### config.mk
export PLATFORM = sky130hd
export DESIGN_NAME = uart_parity_rx
export DESIGN_NICKNAME = d
export VERILOG_FILES = /design/src/rtl/uart_pkg.sv /design/src/rtl/uart_sync_fifo.sv /design/src/rtl/uart_parity_rx.sv
export SDC_FILE = /design/constraint.sdc
export NUM_CORES = 1
export LEC_CHECK = 0
export CAP_MARGIN = 25
export CORE_MARGIN = 2
export CORE_UTILIZATION = 66
export CTS_CLUSTER_DIAMETER = 60
export DETAILED_ROUTE_END_ITERATION = 12
export PLACE_DENSITY = 0.87
export SLEW_MARGIN = 20
export SYNTH_ARGS = -nofsm -noshare
export SYNTH_HDL_FRONTEND = slang
export SYNTH_HIERARCHICAL = 1
export SYNTH_SLANG_ARGS = --single-unit
### constraint.sdc
create_clock -name i_clk -period 8.8 [get_ports i_clk]
set_clock_uncertainty 0.05 [all_clocks]
set_input_delay 1.76 -clock i_clk [delete_from_list [all_inputs] [get_ports i_clk]]
set_output_delay 1.76 -clock i_clk [all_outputs]
set_load 0.02 [all_outputs]
### src/rtl/uart_pkg.sv
// Shared UART definitions: receiver/transmitter state encoding and frame constants.
package uart_pkg;

  typedef enum logic [2:0] {
    StIdle,
    StStart,
    StData,
    StParity,
    StStop,
    StWaitHigh
  } uart_state_e;

  localparam int unsigned DataBits    = 8;
  localparam logic        StartBitVal = 1'b0;
  localparam logic        StopBitVal  = 1'b1;
  localparam logic        IdleLevel   = 1'b1;

  // Even parity: the parity bit equals the XOR of all data bits.
  function automatic logic even_parity(input logic [DataBits-1:0] data);
    return ^data;
  endfunction

endpackage

### src/rtl/uart_sync_fifo.sv
// Single-clock FIFO with combinational head output and extra-bit wrapping pointers.
module uart_sync_fifo #(
  parameter int unsigned WIDTH = 9,
  parameter int unsigned DEPTH = 16
) (
  input  logic             i_clk,
  input  logic             i_rst_n,
  input  logic             i_push,
  input  logic [WIDTH-1:0] i_wdata,
  input  logic             i_pop,
  output logic             o_full,
  output logic             o_empty,
  output logic [WIDTH-1:0] o_head
);

  localparam int unsigned  AddrW    = (DEPTH > 1) ? $clog2(DEPTH) : 1;
  localparam logic [AddrW:0] DepthCnt = (AddrW + 1)'(DEPTH);

  logic [WIDTH-1:0] mem_q [2**AddrW];
  logic [AddrW:0]   wr_ptr_q, wr_ptr_d;
  logic [AddrW:0]   rd_ptr_q, rd_ptr_d;
  logic [AddrW:0]   fill;
  logic             push_en;
  logic             pop_en;

  assign fill    = wr_ptr_q - rd_ptr_q;
  assign o_full  = (fill == DepthCnt);
  assign o_empty = (fill == '0);
  assign o_head  = mem_q[rd_ptr_q[AddrW-1:0]];

  // Push on full and pop on empty are silently ignored.
  assign push_en = i_push & ~o_full;
  assign pop_en  = i_pop & ~o_empty;

  always_comb begin
    wr_ptr_d = wr_ptr_q;
    rd_ptr_d = rd_ptr_q;
    if (push_en) wr_ptr_d = wr_ptr_q + 1'b1;
    if (pop_en)  rd_ptr_d = rd_ptr_q + 1'b1;
  end

  always_ff @(posedge i_clk or negedge i_rst_n) begin
    if (!i_rst_n) begin
      wr_ptr_q <= '0;
      rd_ptr_q <= '0;
    end else begin
      wr_ptr_q <= wr_ptr_d;
      rd_ptr_q <= rd_ptr_d;
    end
  end

  always_ff @(posedge i_clk) begin
    if (push_en) mem_q[wr_ptr_q[AddrW-1:0]] <= i_wdata;
  end

endmodule

### src/rtl/uart_parity_rx.sv
// Oversampling UART receiver (8 data bits, even parity, 1 stop) feeding a small receive FIFO.
module uart_parity_rx
  import uart_pkg::*;
#(
  parameter int unsigned CLKS_PER_BIT = 651,
  parameter int unsigned OVERSAMPLE   = 16,
  parameter int unsigned FIFO_DEPTH   = 16
) (
  input  logic       i_clk,
  input  logic       i_rst_n,
  input  logic       i_RX_Serial,
  input  logic       i_RX_Read,
  output logic       o_RX_DV,
  output logic [7:0] o_RX_Byte,
  output logic       o_RX_Parity_Err,
  output logic       o_Frame_Err,
  output logic       o_Overrun
);

  localparam int unsigned TickDiv  = (CLKS_PER_BIT / OVERSAMPLE > 0) ?
                                     CLKS_PER_BIT / OVERSAMPLE : 1;
  localparam int unsigned TickW    = (TickDiv > 1) ? $clog2(TickDiv) : 1;
  localparam int unsigned SmpW     = (OVERSAMPLE > 1) ? $clog2(OVERSAMPLE) : 1;
  localparam int unsigned BitIdxW  = $clog2(DataBits);

  localparam logic [TickW-1:0]   TickLast = TickW'(TickDiv - 1);
  localparam logic [SmpW-1:0]    SmpLast  = SmpW'(OVERSAMPLE - 1);
  localparam logic [SmpW-1:0]    SmpMid   = SmpW'(OVERSAMPLE / 2);
  localparam logic [SmpW-1:0]    SmpEarly = SmpMid - 1'b1;
  localparam logic [SmpW-1:0]    SmpLate  = SmpMid + 1'b1;
  localparam logic [BitIdxW-1:0] BitLast  = BitIdxW'(DataBits - 1);

  // Input synchronizer and free-running sample tick
  logic             rx_meta_q, rx_sync_q;
  logic [TickW-1:0] tick_cnt_q;
  logic             tick;

  always_ff @(posedge i_clk or negedge i_rst_n) begin
    if (!i_rst_n) begin
      rx_meta_q <= IdleLevel;
      rx_sync_q <= IdleLevel;
    end else begin
      rx_meta_q <= i_RX_Serial;
      rx_sync_q <= rx_meta_q;
    end
  end

  assign tick = (tick_cnt_q == TickLast);

  always_ff @(posedge i_clk or negedge i_rst_n) begin
    if (!i_rst_n) begin
      tick_cnt_q <= '0;
    end else if (tick) begin
      tick_cnt_q <= '0;
    end else begin
      tick_cnt_q <= tick_cnt_q + 1'b1;
    end
  end

  // Receive FSM
  uart_state_e           state_q, state_d;
  logic [SmpW-1:0]       sidx_q, sidx_d;
  logic [BitIdxW-1:0]    bidx_q, bidx_d;
  logic [DataBits-1:0]   shift_q, shift_d;
  logic                  perr_q, perr_d;
  logic                  smp_a_q, smp_a_d;
  logic                  smp_b_q, smp_b_d;
  logic                  prev_q, prev_d;
  logic                  armed_q, armed_d;
  logic                  frame_err_q, frame_err_d;
  logic                  overrun_q, overrun_d;
  logic [SmpW-1:0]       cur_idx;
  logic                  bit_val;
  logic                  fifo_push;
  logic                  fifo_full;
  logic                  fifo_empty;
  logic [DataBits:0]     fifo_head;

  assign cur_idx = (sidx_q == SmpLast) ? '0 : sidx_q + 1'b1;
  // Majority of the two stored mid-bit samples and the current one
  assign bit_val = (smp_a_q & smp_b_q) | (smp_a_q & rx_sync_q) | (smp_b_q & rx_sync_q);

  always_comb begin
    state_d     = state_q;
    sidx_d      = sidx_q;
    bidx_d      = bidx_q;
    shift_d     = shift_q;
    perr_d      = perr_q;
    smp_a_d     = smp_a_q;
    smp_b_d     = smp_b_q;
    prev_d      = prev_q;
    armed_d     = armed_q;
    frame_err_d = 1'b0;
    overrun_d   = 1'b0;
    fifo_push   = 1'b0;

    if (tick) begin
      prev_d = rx_sync_q;
      // A line held low through reset must be seen high once before any start counts.
      if (rx_sync_q) armed_d = 1'b1;
      sidx_d = cur_idx;
      if (cur_idx == SmpEarly) smp_a_d = rx_sync_q;
      if (cur_idx == SmpMid)   smp_b_d = rx_sync_q;

      case (state_q)
        StIdle: begin
          sidx_d = '0;
          if (!rx_sync_q && prev_q && armed_q) begin
            state_d = StStart;
            bidx_d  = '0;
          end
        end
        StStart: begin
          if (cur_idx == SmpLate && bit_val != StartBitVal) begin
            state_d = StIdle;
          end else if (cur_idx == SmpLast) begin
            state_d = StData;
          end
        end
        StData: begin
          if (cur_idx == SmpLate) shift_d = {bit_val, shift_q[DataBits-1:1]};
          if (cur_idx == SmpLast) begin
            bidx_d = bidx_q + 1'b1;
            if (bidx_q == BitLast) state_d = StParity;
          end
        end
        StParity: begin
          if (cur_idx == SmpLate) perr_d = bit_val ^ even_parity(shift_q);
          if (cur_idx == SmpLast) state_d = StStop;
        end
        StStop: begin
          if (cur_idx == SmpLate) begin
            if (bit_val == StopBitVal) begin
              state_d = StIdle;
              if (fifo_full) overrun_d = 1'b1;
              else           fifo_push = 1'b1;
            end else begin
              state_d     = StWaitHigh;
              frame_err_d = 1'b1;
            end
          end
        end
        StWaitHigh: begin
          if (rx_sync_q) state_d = StIdle;
        end
        default: state_d = StIdle;
      endcase
    end
  end

  always_ff @(posedge i_clk or negedge i_rst_n) begin
    if (!i_rst_n) begin
      state_q     <= StIdle;
      sidx_q      <= '0;
      bidx_q      <= '0;
      shift_q     <= '0;
      perr_q      <= 1'b0;
      smp_a_q     <= 1'b0;
      smp_b_q     <= 1'b0;
      prev_q      <= IdleLevel;
      armed_q     <= 1'b0;
      frame_err_q <= 1'b0;
      overrun_q   <= 1'b0;
    end else begin
      state_q     <= state_d;
      sidx_q      <= sidx_d;
      bidx_q      <= bidx_d;
      shift_q     <= shift_d;
      perr_q      <= perr_d;
      smp_a_q     <= smp_a_d;
      smp_b_q     <= smp_b_d;
      prev_q      <= prev_d;
      armed_q     <= armed_d;
      frame_err_q <= frame_err_d;
      overrun_q   <= overrun_d;
    end
  end

  uart_sync_fifo #(
    .WIDTH (DataBits + 1),
    .DEPTH (FIFO_DEPTH)
  ) u_fifo (
    .i_clk   (i_clk),
    .i_rst_n (i_rst_n),
    .i_push  (fifo_push),
    .i_wdata ({perr_q, shift_q}),
    .i_pop   (i_RX_Read),
    .o_full  (fifo_full),
    .o_empty (fifo_empty),
    .o_head  (fifo_head)
  );

  assign o_RX_DV         = ~fifo_empty;
  assign o_RX_Byte       = fifo_head[DataBits-1:0];
  assign o_RX_Parity_Err = fifo_head[DataBits];
  assign o_Frame_Err     = frame_err_q;
  assign o_Overrun       = overrun_q;

endmodule

==> flow_metrics.tcl, run 1 <==
set metrics [dict create \
    run_status "complete, no violations" \
    route.final.wire_length_um 16400 \
    synth_area_leader_cell "sky130_fd_sc_hd__edfxtp_1" \
    synthMostInstantiatedCell "sky130_fd_sc_hd__edfxtp_1" \
    critical-path-top-delay-family "buffers and inverters" \
    wl_per_cell_um 24.3 \
    crit_cells 10 \
    ir_drop_mv 0.176 \
    p_sw_uw 633 \
    synth_seq_area_share 0.675 \
    timing.critical_path.from_type "register" \
    starting_density 0.672 \
    drt_iter0_drc 490 \
    dpl.hpwl_um 10400 \
    drt.antenna.violating_nets 0 \
    routed-via-count 4452 \
    grt_setup_unrepaired "false" \
    cts.reportedPaths.clkPinSlew_ps 60 \
    clock_insertion_delay_worst_skew_ps 430 \
    gp_congestion 0.937 \
    leakagePower_nw 2.95 \
    first_pass_iters 5 \
    ctsHoldBuffers 0 \
    coreArea_mm2 0.0119 \
    synth_fp_nets 512 \
    worst_r2r_path_depth 12 \
    setup.worst_path.end "o_RX_DV" \
    pre_cts_slack_ps 3840 \
    synthToLayoutAreaGrowth_pct 11.3 \
    synth.cells.most_frequent "144 x sky130_fd_sc_hd__edfxtp_1, 52 x sky130_fd_sc_hd__nand2_1, 40 x sky130_fd_sc_hd__dfrtp_1, 36 x sky130_fd_sc_hd__mux4_2, 22 x sky130_fd_sc_hd__nor2_1" \
    synth_mux_area_frac 0.126 \
    worstPathArrival_ps 3600 \
    finalSetupViolations 0 \
    grt_start_max_net_pins 44 \
    power_switching_share 0.288 \
    cts-root-to-sink-buffers 2 \
    finalCriticalPeriod_ps 5410 \
    post_synth_xor_area_fraction 0.0263 \
    synth.top_cell.area_share 0.540 \
    critical_path_peak_fanout 22 \
    viasPerCell 6.61 \
    number_of_sinks_driven_by_the_clock_tree 187 \
    worstReg2RegEnd "u_fifo/mem_q[12][2]$_DFFE_PP_" \
    synthTopCellsByArea "sky130_fd_sc_hd__edfxtp_1 54%, sky130_fd_sc_hd__dfrtp_1 13%, sky130_fd_sc_hd__mux4_2 10%, sky130_fd_sc_hd__ha_1 2.5%, sky130_fd_sc_hd__nand2_1 2.4%" \
    cts_tree "built" \
    power-per-cell-area_mw_per_mm2 246 \
    cts_htree_levels 4 \
    synth_adder_area_share 0.0264 \
    critical_path.max_stage_delay_ps 710 \
    antenna_fix_cells 0 \
    dominant_combinational_cell_family_by_area_after_synthesis "multiplexers" \
    seq_power_share 0.462 \
    rows 40 \
    synth.distinct_cells 59 \
    gr-total-overflow 0 \
    global_route_wire_length_before_repair_um 25700 \
    final_critical_path_setup_slack_ps 3390 \
    die_height_um 114 \
    postcts_setup_bufs 0 \
    utilization 0.748 \
    share_comb_of_total_power 0.209 \
    actual_transition_at_the_worst_max_transition_pin_ps 917 \
    crit-reg2reg-launch "u_fifo/rd_ptr_q[1]$_DFFE_PN0P_" \
    grt_util_all_layers 0.274 \
    total_clock_buffers_created_by_cts 17 \
    final-max-slew-violation-count 0 \
    postSynth.asyncResetShare 0.230 \
    post_synth_edffs 144 \
    finalHoldViolations 0 \
    design.final.nets 534 \
    fp.dieW_um 114 \
    num-fill-cells 666 \
    totalNegativeSetupSlack_ps 0 \
    holdCritPathClass "reg -> reg" \
    first_global_vias 4510 \
    share_of_post_route_cells_with_drive_strength_above_1 0.209 \
    cts-root-buf "sky130_fd_sc_hd__clkbuf_16" \
    postSynth.topFlopCell "sky130_fd_sc_hd__edfxtp_1" \
    postCtsResizedCells 0 \
    total_power_mw 2.20 \
    min_period_over_period 0.615 \
    maxClockFrequency_mhz 185 \
    timing.critical_path.from "u_fifo/rd_ptr_q[1]$_DFFE_PN0P_" \
    syn_area_mm2 0.00801 \
    internal_power_mw 1.56 \
    syn-mean-instance-area_um2 16.3 \
    port_buffers 15 \
    regToRegSetupSlack_ps 4330 \
    pin_count 16 \
    drc 0 \
    post_synthesis_compound_gate_area_fraction 0.0378 \
    postSynthCellCount 492 \
    synth_simple_gate_area_frac 0.0902 \
    crit_path_end_kind "output pin" \
    ys_seq_elements 187 \
    cp.required_ps 6990 \
    cap_viol_max_count 0 \
    floorplan.die_area_mm2 0.0130 \
    yosysWarnings 6 \
    clock_network_power_share 0.329 \
    setup.worst_path.class "reg -> out" \
    timing.critical_path.buf_inv 4 \
    worstPathCellList "buf_16 > clkinv_1 > ha_1 > nor2b_4 > o22ai_2 > xnor2_1 > or2_2 > nor3_1 > inv_1 > clkdlybuf4s50_1" \
    crit_path_top_delay_cell "sky130_fd_sc_hd__dfrtp_1" \
    slew_hr 0.386 \
    antenna_found_initial 0 \
]
==> power by group through the flow <==
| stage | registers, mW | clock network, mW | logic, mW |
|---|---|---|---|
| after floorplan | 0.980 | 0 | 0.338 |
| after global placement | 1.06 | 0 | 0.382 |
| after detailed placement | 1.03 | 0 | 0.448 |
| after CTS | 1.02 | 0.733 | 0.451 |
| after global routing | 1.02 | 0.763 | 0.486 |
| final | 1.02 | 0.722 | 0.459 |
==> registers in the layout (all words and copies together) (netlist names), 3 cells and up <==
name	cells
u_fifo/mem_q	144
shift_q	8
tick_cnt_q	6
u_fifo/rd_ptr_q	5
u_fifo/wr_ptr_q	5
sidx_q	4
bidx_q	3
state_q	3
==> final cells by class <==
cell class              count  area, µm²  area share
flip-flops and latches    187       5410       0.606
multi-input cells         271       2450       0.275
clock buffers              20        447      0.0501
repair buffers             24        263      0.0295
well taps                 147        184      0.0206
clock inverters            12        113      0.0126
inverters                  13       48.8     0.00547
==> cell usage in the layout (no fill, tap or decap), drive strengths merged, types with 3 or more instances in the layout <==
master	synthesis	routed
a21oi	10	10
a31oi	9	9
and3	11	11
buf	7	10
clkbuf	14	20
clkdlybuf4s50	0	14
clkinv	1	6
dfrtp	40	40
dfstp	3	3
edfxtp	144	144
ha	16	16
inv	12	17
mux2	16	16
mux4	36	36
nand2	53	53
nand2b	3	3
nand3	8	8
nand3b	6	6
nand4	3	3
nor2	22	22
nor3	11	11
nor4	3	3
o21ai	10	10
xnor2	18	18
xor2	6	6
==> cell families after synthesis <==
logic type               count (synthesis)
flip-flops                             187
multiplexers                            53
AO/OA/AOI/OAI                           42
buffers and inverters                   34
XOR/XNOR                                24
adder cells (fa/ha/maj)                 17
AND/OR/NAND/NOR                        135
==> worst min path at each step <==
stage                        start             endpoint  depth (start not counted)
2_1_floorplan  rx_meta_q$_DFF_PN1_  rx_sync_q$_DFF_PN1_                          0
3_3_place_gp   rx_meta_q$_DFF_PN1_  rx_sync_q$_DFF_PN1_                          0
3_5_place_dp   rx_meta_q$_DFF_PN1_  rx_sync_q$_DFF_PN1_                          0
4_1_cts        rx_meta_q$_DFF_PN1_  rx_sync_q$_DFF_PN1_                          0
5_1_grt        rx_meta_q$_DFF_PN1_  rx_sync_q$_DFF_PN1_                          0
6_report       rx_meta_q$_DFF_PN1_  rx_sync_q$_DFF_PN1_                          0
==> per-layer routing <==
layer	global-route usage	part of all wire	up-vias
met3	0.0503	0.067	41
met5	0	0	-
met4	0.114	0.030	0
li1	-	-	1919
met1	0.377	0.40	2252
met2	0.442	0.51	240
==> worst reg2reg max path, cell delays in order (launching register included) <==
cell and delay [ps]:
sky130_fd_sc_hd__dfrtp_1 710, sky130_fd_sc_hd__buf_16 240, sky130_fd_sc_hd__clkinv_1 260, sky130_fd_sc_hd__ha_1 390, sky130_fd_sc_hd__nor2b_4 180, sky130_fd_sc_hd__o22ai_2 110, sky130_fd_sc_hd__xnor2_1 360, sky130_fd_sc_hd__or2_2 200
sky130_fd_sc_hd__nor3_1 50, sky130_fd_sc_hd__nor2_1 110, sky130_fd_sc_hd__o41a_1 410, sky130_fd_sc_hd__nand2_1 260, sky130_fd_sc_hd__nor2_1 770
==> metrics by stage <==
stage | hold slack, ps | cells | cell area (µm²)
after global placement | 296 | 638 | 8280
after floorplan | 295 | 492 | 8010
after detailed placement | 303 | 641 | 8340
after CTS | 312 | 673 | 8890
after global routing | 314 | 674 | 8910
final | 310 | 674 | 8910
Note: power is estimated with default switching activity, not from simulation.
==> inputs of run 2 (changes only) <==
CORE_UTILIZATION = 62   (was 66)
PLACE_DENSITY = 0.82   (was 0.87)
clock period = 5.2 ns   (was 8.8 ns; I/O delays follow)
==> flow_metrics.tcl, run 2 (same netlist as run 1, synthesis figures left out) <==
set metrics [dict create \
    run_status "complete, no violations" \
    postcts_setup_bufs 0 \
    route.final.wire_length_um 15400 \
    cts_htree_levels 4 \
    layout.area.seq_mm2 0.00541 \
    first_global_vias 4370 \
    crit_path_top_delay_cell "sky130_fd_sc_hd__dfrtp_2" \
    worstPathCellList "buf_4 > mux4_2 > nand2_1 > and3_1 > a31oi_1 > clkdlybuf4s50_1" \
    global_route_wire_length_before_repair_um 23900 \
    layoutNonFillerInstCount 698 \
    viasPerCell 6.33 \
    fp.dieW_um 118 \
    port_buffers 15 \
    finalCriticalPeriod_ps 4310 \
    gp_congestion 0.763 \
    finalHoldViolations 0 \
    holdCritPathClass "reg -> reg" \
    floorplan.die_area_mm2 0.0138 \
    flip_flop_count_of_the_largest_register_after_layout 144 \
    synthToLayoutAreaGrowth_pct 11.1 \
    drt_iter0_drc 368 \
    slew_hr 0.328 \
    drt.antenna.violating_nets 0 \
    cts-root-buf "sky130_fd_sc_hd__clkbuf_16" \
    critical_path.max_stage_delay_ps 710 \
    antenna_found_initial 0 \
    dpl.hpwl_um 9450 \
    maxClockFrequency_mhz 232 \
    cts-root-to-sink-buffers 2 \
    critical-path-top-delay-family "buffers and inverters" \
    postCtsResizedCells 0 \
    routed-via-count 4421 \
    crit_path_end_kind "output pin" \
    totalNegativeSetupSlack_ps 0 \
    cts_tree "built" \
    clock_insertion_delay_worst_skew_ps 430 \
    worstPathArrival_ps 3220 \
    cts.reportedPaths.clkPinSlew_ps 60 \
    total_power_mw 3.68 \
    wl_per_cell_um 22.1 \
    min_period_over_period 0.829 \
    timing.critical_path.from_type "register" \
    share_of_post_route_cells_with_drive_strength_above_1 0.205 \
    final-max-slew-violation-count 0 \
    leakagePower_nw 2.92 \
    timing.critical_path.buf_inv 2 \
    power-per-cell-area_mw_per_mm2 413 \
    num-fill-cells 802 \
    critical_path_peak_fanout 24 \
    grt_util_all_layers 0.235 \
    die_height_um 118 \
    numPlacedInstances 666 \
    drc 0 \
    grt_setup_unrepaired "false" \
    cap_viol_max_count 0 \
    finalSetupViolations 0 \
    rows 41 \
    starting_density 0.634 \
    gr-total-overflow 0 \
    design.final.nets 534 \
    final_cell_mix "144 x sky130_fd_sc_hd__edfxtp_1, 52 x sky130_fd_sc_hd__nand2_1, 39 x sky130_fd_sc_hd__dfrtp_1, 36 x sky130_fd_sc_hd__mux4_2, 22 x sky130_fd_sc_hd__nor2_1" \
    multi_input_comb_area_mm2 0.00245 \
    total_clock_buffers_created_by_cts 17 \
    final_common_cell "sky130_fd_sc_hd__edfxtp_1" \
    antenna_fix_cells 0 \
    ctsHoldBuffers 0 \
    first_pass_iters 6 \
    pin_count 16 \
    setup.worst_path.class "reg -> out" \
    cp.required_ps 4110 \
    actual_transition_at_the_worst_max_transition_pin_ps 1000 \
    coreArea_mm2 0.0126 \
    grt_start_max_net_pins 44 \
    number_of_sinks_driven_by_the_clock_tree 187 \
    ir_drop_mv 0.306 \
]
## run 2: power breakdown
group	internal (mW)	switching, mW
clock	0.664	0.548
sequential	1.61	0.0619
combinational	0.322	0.465
## run 2: final timing paths
kind	cells past startpoint	endpoint	slack (ps)	start
max	6	o_RX_Byte[6]	890	u_fifo/rd_ptr_q[0]$_DFFE_PN0P_
min	0	rx_sync_q$_DFF_PN1_	310	rx_meta_q$_DFF_PN1_
max reg2reg	9	u_fifo/mem_q[14][8]$_DFFE_PP_	1180	u_fifo/rd_ptr_q[3]$_DFFE_PN0P_
min reg2reg	0	rx_sync_q$_DFF_PN1_	310	rx_meta_q$_DFF_PN1_
max in group asynchronous	2	u_fifo/rd_ptr_q[0]$_DFFE_PN0P_	4210	i_rst_n
min in group asynchronous	1	sidx_q[3]$_DFFE_PN0P_	420	i_rst_n
## run 2: through the flow
step	util	hold WS (ps)	area, µm²	worst slack, ps
2_1_floorplan	-	295	8010	1660
3_3_place_gp	0.660	296	8330	1370
3_5_place_dp	0.660	300	8330	1270
4_1_cts	0.704	309	8880	849
5_1_grt	0.705	315	8900	695
6_report	0.705	307	8900	890
## run 2: layer usage
metal	vias to the layer above	wire [µm]	track usage
met3	38	1290	0.0606
met2	209	7660	0.378
met1	2255	6080	0.308
li1	1919	-	-
met4	0	382	0.101
met5	-	0	0
## run 2: cell type report
| type | instances | area share |
|---|---|---|
| flip-flops and latches | 187 | 0.607 |
| multi-input cells | 271 | 0.276 |
| clock buffers | 19 | 0.0487 |
| repair buffers | 24 | 0.0253 |
| well taps | 172 | 0.0242 |
| clock inverters | 12 | 0.0131 |
| inverters | 13 | 0.00548 |
## run 2: worst register-to-register path, cell delays in order, from the launching register on
cell	delay, ps
sky130_fd_sc_hd__dfrtp_1	590
sky130_fd_sc_hd__inv_1	360
sky130_fd_sc_hd__ha_1	450
sky130_fd_sc_hd__xnor2_1	370
sky130_fd_sc_hd__or2_2	200
sky130_fd_sc_hd__nor3_1	50
sky130_fd_sc_hd__nor2_1	120
sky130_fd_sc_hd__o41a_1	420
sky130_fd_sc_hd__nand2_1	210
sky130_fd_sc_hd__nor2_1	800
==> inputs of run 3 (changes only) <==
CORE_UTILIZATION = 56   (was 62)
PLACE_DENSITY = 0.79   (was 0.82)
clock period = 3.6 ns   (was 5.2 ns; I/O delays follow)
==> flow_metrics.tcl, run 3 (same netlist as run 1, synthesis figures left out) <==
set metrics [dict create \
    post-route-cell-area_mm2 0.00906 \
    min_period_over_period 0.972 \
    first_pass_iters 5 \
    run_status "complete, no violations" \
    gp_congestion 0.840 \
    antenna_fix_cells 0 \
    critical_path_peak_fanout 36 \
    timing.critical_path.from_type "register" \
    share_of_post_route_cells_with_drive_strength_above_1 0.227 \
    cts_tree "built" \
    starting_density 0.575 \
    clock_insertion_delay_worst_skew_ps 420 \
    design.final.nets 546 \
    worstPathArrival_ps 2730 \
    grt_start_max_net_pins 44 \
    fin_worst_hold_slack_ps 242 \
    crit_path_top_delay_cell "sky130_fd_sc_hd__clkdlybuf4s50_1" \
    cts_htree_levels 4 \
    drt.antenna.violating_nets 0 \
    worst_r2r_path_depth 12 \
    total_power_mw 5.45 \
    crit-reg2reg-launch "u_fifo/rd_ptr_q[1]$_DFFE_PN0P_" \
    maxClockFrequency_mhz 286 \
    final_cell_mix "144 x sky130_fd_sc_hd__edfxtp_1, 52 x sky130_fd_sc_hd__nand2_1, 38 x sky130_fd_sc_hd__dfrtp_1, 36 x sky130_fd_sc_hd__mux4_2, 22 x sky130_fd_sc_hd__nor2_1" \
    die_height_um 124 \
    finalHoldViolations 0 \
    wl_per_cell_um 21.8 \
    setup.worst_path.class "reg -> out" \
    ir_drop_mv 0.328 \
    utilization 0.650 \
    actual_transition_at_the_worst_max_transition_pin_ps 738 \
    route.final.wire_length_um 15600 \
    totalNegativeSetupSlack_ps 0 \
    cts-root-buf "sky130_fd_sc_hd__clkbuf_16" \
    holdCritPathClass "in -> async" \
    timing.critical_path.from "u_fifo/rd_ptr_q[0]$_DFFE_PN0P_" \
    antenna_found_initial 0 \
    cp.required_ps 2830 \
    leakagePower_nw 3.02 \
    ctsHoldBuffers 0 \
    placement.cell_area_mm2 0.00845 \
    finalCriticalPeriod_ps 3500 \
    pin_count 16 \
    layoutNonFillerInstCount 718 \
    global_route_wire_length_before_repair_um 24800 \
    drt_iter0_drc 463 \
    pre_cts_slack_ps 238 \
    cap_viol_max_count 0 \
    critical_path.max_stage_delay_ps 670 \
    fp.dieW_um 124 \
    worstPathCellList "buf_16 > mux4_2 > nand2_1 > and3_1 > a31oi_1 > clkdlybuf4s50_1" \
    gr-total-overflow 0 \
    final_common_cell "sky130_fd_sc_hd__edfxtp_1" \
    total_clock_buffers_created_by_cts 17 \
    floorplan.die_area_mm2 0.0153 \
    synthToLayoutAreaGrowth_pct 13.2 \
    final_critical_path_setup_slack_ps 100 \
    number_of_sinks_driven_by_the_clock_tree 187 \
    cts-root-to-sink-buffers 2 \
    grt_setup_unrepaired "false" \
    postcts_setup_bufs 0 \
    coreArea_mm2 0.0139 \
    grt_util_all_layers 0.226 \
    flip_flop_count_of_the_largest_register_after_layout 144 \
    rows 43 \
    routed-via-count 4392 \
    cts.reportedPaths.clkPinSlew_ps 60 \
    first_global_vias 4437 \
    crit_path_end_kind "output pin" \
    viasPerCell 6.12 \
    slew_hr 0.508 \
    port_buffers 15 \
    numPlacedInstances 687 \
    drc 0 \
    finalSetupViolations 0 \
    dpl.hpwl_um 9790 \
    final-max-slew-violation-count 0 \
    power-per-cell-area_mw_per_mm2 601 \
]
-- run 3: cell count changes in the layout (fill, tap and decap cells not counted), moves of 2 or more --
cell / change
sky130_fd_sc_hd__buf_4: +13
sky130_fd_sc_hd__bufinv_16: +2
sky130_fd_sc_hd__clkinv_4: +2
sky130_fd_sc_hd__clkinvlp_4: -2
-- run 3: per-layer routing --
layer / share of wire / vias up / track usage
met5: 0 / - / 0
met4: 0.026 / 0 / 0.0973
met3: 0.066 / 30 / 0.0421
met2: 0.49 / 167 / 0.345
met1: 0.42 / 2248 / 0.323
li1: - / 1947 / -
-- run 3: worst paths after layout --
path | endpoint | slack, ps
max | o_RX_Parity_Err | 100
min | bidx_q[0]$_DFFE_PN0P_ | 240
max reg2reg | u_fifo/mem_q[1][8]$_DFFE_PP_ | 350
min reg2reg | rx_sync_q$_DFF_PN1_ | 310
max in group asynchronous | u_fifo/rd_ptr_q[0]$_DFFE_PN0P_ | 2850
min in group i_clk | rx_sync_q$_DFF_PN1_ | 310
-- run 3: critical path: cells and delay by family (launching register included) --
| kind | cells | cell delay, ps |
|---|---|---|
| flops | 1 | 480 |
| buf+inv | 2 | 900 |
| simple gates | 2 | 250 |
| compound gates | 1 | 270 |
| mux | 1 | 390 |
-- run 3: final cells by class --
class	count	area [µm²]
Inverter	13	50.0
Clock inverter	13	166
Timing Repair Buffer	36	328
Clock buffer	18	429
Sequential cell	187	5410
Fill cell	913	4870
Tap cell	180	225
Multi-Input combinational cell	271	2450
-- run 3: timing repair --
| item | CTS | global route |
|---|---|---|
| pin swaps | 0 | 0 |
| gates resized for setup | 2 | 2 |
| endpoints found under the setup margin | 1 | 2 |
-- run 3: power breakdown --
group | switching (mW) | internal, mW
Clock | 0.778 | 1.10
Sequential | 0.0534 | 2.33
Combinational | 0.688 | 0.501
Total | 1.52 | 3.93
